## src/rtl/idli_pkg.sv

```systemverilog
// Shared types and constants for the idli SQI memory read controller.
// Sequence positions are expressed as step counts after the redirect start cycle.
package idli_pkg;

    typedef enum logic [2:0] {
        SQI_IDLE,
        SQI_DESELECT,
        SQI_CMD,
        SQI_ADDR,
        SQI_DUMMY,
        SQI_STREAM
    } sqi_state_t;

    localparam logic [7:0] SQI_CMD_READ    = 8'h03;
    localparam logic [3:0] SQI_STEP_CMD    = 4'd5;
    localparam logic [3:0] SQI_STEP_ADDR   = 4'd7;
    localparam logic [3:0] SQI_STEP_DUMMY  = 4'd13;
    localparam logic [3:0] SQI_STEP_STREAM = 4'd15;

    // Phase implied by a step count; step 0 only occurs before the first start.
    function automatic sqi_state_t sqi_state_of(input logic [3:0] step);
        if (step == 4'd0)                  return SQI_IDLE;
        else if (step < SQI_STEP_CMD)      return SQI_DESELECT;
        else if (step < SQI_STEP_ADDR)     return SQI_CMD;
        else if (step < SQI_STEP_DUMMY)    return SQI_ADDR;
        else if (step < SQI_STEP_STREAM)   return SQI_DUMMY;
        else                               return SQI_STREAM;
    endfunction

endpackage

```

## src/rtl/idli_sqi_ctrl_m.sv

```systemverilog
// SQI read controller: on a PC redirect, issues a quad READ with the fetch address and
// streams returned nibbles so the first one lands 16 cycles after the redirect start.
module idli_sqi_ctrl_m
    import idli_pkg::*;
(
    input  logic        i_sqi_gck,
    input  logic        i_sqi_rst,
    input  logic        i_sqi_redirect,
    input  logic [1:0]  i_sqi_ctr,
    input  logic [15:0] i_sqi_addr,
    input  logic [3:0]  i_sqi_sio_in,
    output logic        o_sqi_cs_n,
    output logic        o_sqi_sck_en,
    output logic [3:0]  o_sqi_sio_out,
    output logic        o_sqi_sio_oe,
    output logic [3:0]  o_sqi_rd_data,
    output logic        o_sqi_rd_vld
);

    sqi_state_t  state_q, state_d;
    logic [3:0]  step_q, step_d;
    logic [15:0] addr_q;
    logic [3:0]  rd_data_q;
    logic        vld_q;
    logic        start;

    logic [23:0] byte_addr;
    logic [3:0]  addr_idx;
    logic [3:0]  addr_nibble;

    assign start = i_sqi_redirect && (i_sqi_ctr == 2'd0);

    always_comb begin
        step_d = step_q;
        if (start) begin
            step_d = 4'd1;
        end else if ((step_q != 4'd0) && (step_q != SQI_STEP_STREAM)) begin
            step_d = step_q + 4'd1;
        end
        state_d = sqi_state_of(step_d);
    end

    always_ff @(posedge i_sqi_gck or posedge i_sqi_rst) begin
        if (i_sqi_rst) begin
            state_q   <= SQI_IDLE;
            step_q    <= 4'd0;
            addr_q    <= 16'd0;
            rd_data_q <= 4'd0;
            vld_q     <= 1'b0;
        end else begin
            state_q   <= state_d;
            step_q    <= step_d;
            rd_data_q <= i_sqi_sio_in;
            // A restart must not let a stale stream's valid leak into k1.
            vld_q     <= !start && (step_q == SQI_STEP_STREAM);
            if (start) begin
                addr_q <= i_sqi_addr;
            end
        end
    end

    // Word address to byte address, sent MSB nibble first.
    assign byte_addr = {7'b0, addr_q, 1'b0};
    assign addr_idx  = step_q - SQI_STEP_ADDR;

    always_comb begin
        addr_nibble = 4'h0;
        case (addr_idx)
            4'd0:    addr_nibble = byte_addr[23:20];
            4'd1:    addr_nibble = byte_addr[19:16];
            4'd2:    addr_nibble = byte_addr[15:12];
            4'd3:    addr_nibble = byte_addr[11:8];
            4'd4:    addr_nibble = byte_addr[7:4];
            4'd5:    addr_nibble = byte_addr[3:0];
            default: addr_nibble = 4'h0;
        endcase
    end

    always_comb begin
        o_sqi_cs_n    = 1'b1;
        o_sqi_sio_oe  = 1'b0;
        o_sqi_sio_out = 4'h0;
        case (state_q)
            SQI_CMD: begin
                o_sqi_cs_n    = 1'b0;
                o_sqi_sio_oe  = 1'b1;
                o_sqi_sio_out = (step_q == SQI_STEP_CMD) ? SQI_CMD_READ[7:4] : SQI_CMD_READ[3:0];
            end
            SQI_ADDR: begin
                o_sqi_cs_n    = 1'b0;
                o_sqi_sio_oe  = 1'b1;
                o_sqi_sio_out = addr_nibble;
            end
            SQI_DUMMY, SQI_STREAM: begin
                o_sqi_cs_n = 1'b0;
            end
            default: begin
                o_sqi_cs_n = 1'b1;
            end
        endcase
        o_sqi_sck_en = !o_sqi_cs_n;
    end

    assign o_sqi_rd_data = rd_data_q;
    assign o_sqi_rd_vld  = vld_q && !start;

endmodule

```

## config.mk

```make
export PLATFORM = sky130hd
export DESIGN_NAME = idli_sqi_ctrl_m
export DESIGN_NICKNAME = d
export VERILOG_FILES = /design/src/rtl/idli_pkg.sv /design/src/rtl/idli_sqi_ctrl_m.sv
export SDC_FILE = /design/constraint.sdc
export NUM_CORES = 1
export LEC_CHECK = 0
export CORE_ASPECT_RATIO = 1.25
export CORE_MARGIN = 1.5
export CORE_UTILIZATION = 30
export DETAILED_ROUTE_END_ITERATION = 6
export PLACE_DENSITY = 0.51
export SLEW_MARGIN = 20
export SYNTH_ARGS = -nofsm -noshare
export SYNTH_HDL_FRONTEND = slang
export SYNTH_SLANG_ARGS = --single-unit
export TNS_END_PERCENT = 20
```

## constraint.sdc

```tcl
create_clock -name i_sqi_gck -period 2.35 [get_ports i_sqi_gck]
set_input_delay 0.235 -clock i_sqi_gck [delete_from_list [all_inputs] [get_ports i_sqi_gck]]
set_output_delay 0.235 -clock i_sqi_gck [all_outputs]
set_load 0.05 [all_outputs]
```

==> insert_results.sql <==
INSERT INTO impl_metrics (metric_group, metric, value, unit) VALUES
('floorplan', 'placeableCoreArea', '4730', 'um2'),
('power_and_ir_drop', 'vdd_drop_max', '0.0004349', 'V'),
('floorplan', 'placement_rows', '28', ''),
('detailed_routing', 'antenna_violating_nets_post_route', '0', ''),
('cts', 'tritoncts_sink_count', '28', ''),
('detailed_routing', 'remaining_drc_errors', '0', ''),
('floorplan', 'chipWidth', '65.64', 'um'),
('timing', 'hold_violation_total_from_the_final_report', '0', ''),
('cts', 'cts.htree.levels', '1', ''),
('detailed_routing', 'detail_route.wl_per_cell', '15.32', 'um'),
('global_route', 'initial_antenna_violation_count', '0', ''),
('cts', 'tritoncts.num_buffers', '3', ''),
('outcome', 'status', 'complete, no violations', ''),
('synthesis', 'synth_seq_cells', '28', ''),
('timing', 'count_of_final_max_slew_check_failures', '0', ''),
('cts', 'tritoncts', 'yes', ''),
('hold_path', 'holdCritPathClass', 'input port to asynchronous set/reset pin', ''),
('timing', 'period_minus_slack', '2.313', 'ns'),
('timing', 'worst_pin_slew', '0.5780', 'ns'),
('worst_setup_path', 'timing.critical_path.required', '2.12', 'ns'),
('synthesis', 'synth_enable_flop_cells', '0', ''),
('global_route', 'grt_first_pass_wirelength', '5.947', 'mm'),
('timing', 'setup-violations-final', '0', ''),
('synthesis', 'synth_area_leaders', 'dfrtp_1 (48%), mux2_2 (12%), ha_1 (6.0%)', ''),
('job', 'maxCapViolations', '0', ''),
('floorplan', 'boundaryPins', '37', ''),
('floorplan', 'die-area', '5337', 'um2'),
('power_and_ir_drop', 'fin_total_pwr', '2.818', 'mW'),
('cells_and_area', 'area_growth_syn_to_layout', '48.64', '%'),
('floorplan', 'die_h', '81.30', 'um'),
('synthesis', 'synth_sequential_area_ratio', '0.4762', ''),
('cts', 'clk_latency', '0.28', 'ns'),
('worst_setup_path', 'endpoint_kind', 'primary output', ''),
('cts', 'max-clock-path-buffers', '2', ''),
('detailed_routing', 'postRouteWirelength', '3.570', 'mm'),
('cells_and_area', 'num_antenna_cells', '0', ''),
('power_and_ir_drop', 'cellLeakagePower', '0.9091', 'nW'),
('global_route', 'grt_start_max_net_pins', '22', ''),
('synthesis', 'ys_warn_count', '0', ''),
('cells_and_area', 'post_route_cells_drive_above_1_share', '0.3642', ''),
('detailed_routing', 'drt_first_pass_iters', '4', ''),
('synthesis', 'async_reset_ff_frac', '1.000', ''),
('global_route', 'gr-total-overflow', '0', ''),
('timing', 'fin_skew', '0.006253', 'ns'),
('detailed_routing', 'routed_via_density', '4.910', ''),
('timing', 'layout_worst_path_cycle_share', '0.9842', ''),
('cells_and_area', 'finish.net_count', '206', ''),
('global_route', 'via_count_of_the_first_global_routing_pass', '1227', ''),
('synthesis', 'synthDistinctLibCells', '36', ''),
('synthesis', 'synth_top_flop_cell', 'dfrtp_1', ''),
('worst_setup_path', 'setup.worst_path.start_class', 'flip-flop', ''),
('synthesis', 'synth_common_cells', 'dfrtp_1 (28), mux2_2 (16), ha_1 (7)', ''),
('timing', 'clock.fmax', '432.4', 'MHz'),
('floorplan', 'floorplan.initialDensity', '0.3111', ''),
('synthesis', 'synth_largest_area_cell', 'dfrtp_1', ''),
('cells_and_area', 'final-instance-count-excl-fill', '233', ''),
('cts', 'cts.root.buffer_cell', 'clkbuf_8', ''),
('place', 'placedCellCount', '225', ''),
('place', 'final_hpwl_dp', '2.638', 'mm'),
('place', 'number_of_port_buffers', '36', ''),
('global_route', 'grt.total_usage', '0.1477', ''),
('power_and_ir_drop', 'power-per-cell-area', '1289', 'nW/um2'),
('synthesis', 'synth.net_count', '159', ''),
('place', 'gpl.final_weighted_congestion', '0.7586', ''),
('synthesis', 'synthesis.area', '1471', 'um2'),
('timing', 'maxSlewHeadroom', '0.6124', ''),
('cts', 'post_cts_hold_buffer_count', '0', ''),
('synthesis', 'synth.most_common_cell', 'dfrtp_1', ''),
('synthesis', 'synth.top_cell.area_share', '0.4762', ''),
('synthesis', 'synth_cells', '127', ''),
('cts', 'path_clk_slew', '0.10', 'ns'),
('worst_setup_path', 'critPathMaxFanout', '7', ''),
('detailed_routing', 'detailedRoute.firstIterationViolations', '45', ''),
('worst_setup_path', 'critical_setup_path_kind', 'flip-flop to primary output', ''),
('synthesis', 'synth.avg_cell_area', '11.59', 'um2'),
('timing', 'unrepaired_setup_endpoints_after_global_routing', 'yes', ''),
('detailed_routing', 'via_count', '1144', ''),
('worst_setup_path', 'critPathArrivalTime', '2.08', 'ns');
-- final timing paths --
check,startpoint,end,slack (ns),depth (start not counted)
worst max-delay path,step_q[0],o_sqi_sio_out[2],0.04,8
min in group i_sqi_gck,i_sqi_sio_in[2],o_sqi_rd_data[2],0.39,1
max in group asynchronous,i_sqi_rst,step_q[1],1.55,3
worst min register to register,addr_q[14],addr_q[14],0.52,1
worst min-delay path,i_sqi_rst,state_q[1],0.19,2
worst max register to register,step_q[1],state_q[0],0.15,9
-- flip-flops by register name (all words and copies together), names as in the netlist --
register and cells:
addr_q 16, o_sqi_rd_data 4, step_q 4, state_q 3
vld_q 1
-- worst max-delay path, cell delays in order (launching register included) --
cell	delay (ns)
dfrtp_2	0.44
ha_4	0.19
buf_4	0.16
nand2_1	0.09
o21ai_2	0.16
a21oi_2	0.10
o221a_2	0.31
nor3_4	0.17
buf_12	0.16
-- through the flow --
stage | util | setup slack (ns) | TNS, ns | hold WS, ns | instance area (um2)
CTS | 0.4511 | 0.008888 | 0 | 0.2026 | 2133
floorplan | - | -0.09007 | -0.2578 | 0.2664 | 1484
global placement | 0.4190 | 0.1901 | 0 | 0.4945 | 1982
finish | 0.4624 | 0.03717 | 0 | 0.1942 | 2187
global route | 0.4624 | -0.05070 | -0.1374 | 0.2105 | 2187
detailed placement | 0.4190 | 0.09767 | 0 | 0.4979 | 1982
-- what timing repair did --
action                     4_1_cts  5_1_grt
buffers inserted                 2        2
resized for setup               16       12
setup endpoints to repair        4        4
pin swaps                        5        6
-- final cells by class --
type,count,area [um2]
clock buffers,3,41.29
repair buffers,47,489.2
clock inverters,1,30.03
fillers,443,2542
flip-flops and latches,28,703.2
multi-input cells,88,822.0
inverters,6,26.28
well taps,60,75.07
-- layout by cell type, fill, tap and decap left out, types with 4 or more instances in the layout --
master / n
ha_2: 4
clkdlybuf4s50_1: 31
dfrtp_1: 26
a21oi_1: 4
inv_1: 4
buf_4: 11
mux2_2: 16
a22oi_1: 4
nand2_1: 6
nor2_1: 5
-- cells by family after synthesis --
logic type	synth area share
and+or+nand+nor	0.1131
DFF	0.4762
AOI/OAI and AO/OA	0.1420
muxes	0.1361
buffers and inverters	0.03741
adders and majority gates	0.05952
xor gates and xnor gates	0.03571
-- metal layers --
metal | vias to the layer above | track usage | wire length (um)
li1 | 548 | - | -
met1 | 556 | 0.1764 | 1448
met2 | 34 | 0.2606 | 1934
met3 | 6 | 0.01939 | 110
met4 | 0 | 0.06875 | 77
met5 | - | 0 | 0
-- where the power goes --
| part | internal, mW | switching [mW] |
|---|---|---|
| clock | 0.228 | 0.152 |
| sequential | 0.604 | 0.129 |
| combinational | 0.769 | 0.937 |
Power figures use the tool's default switching activity.
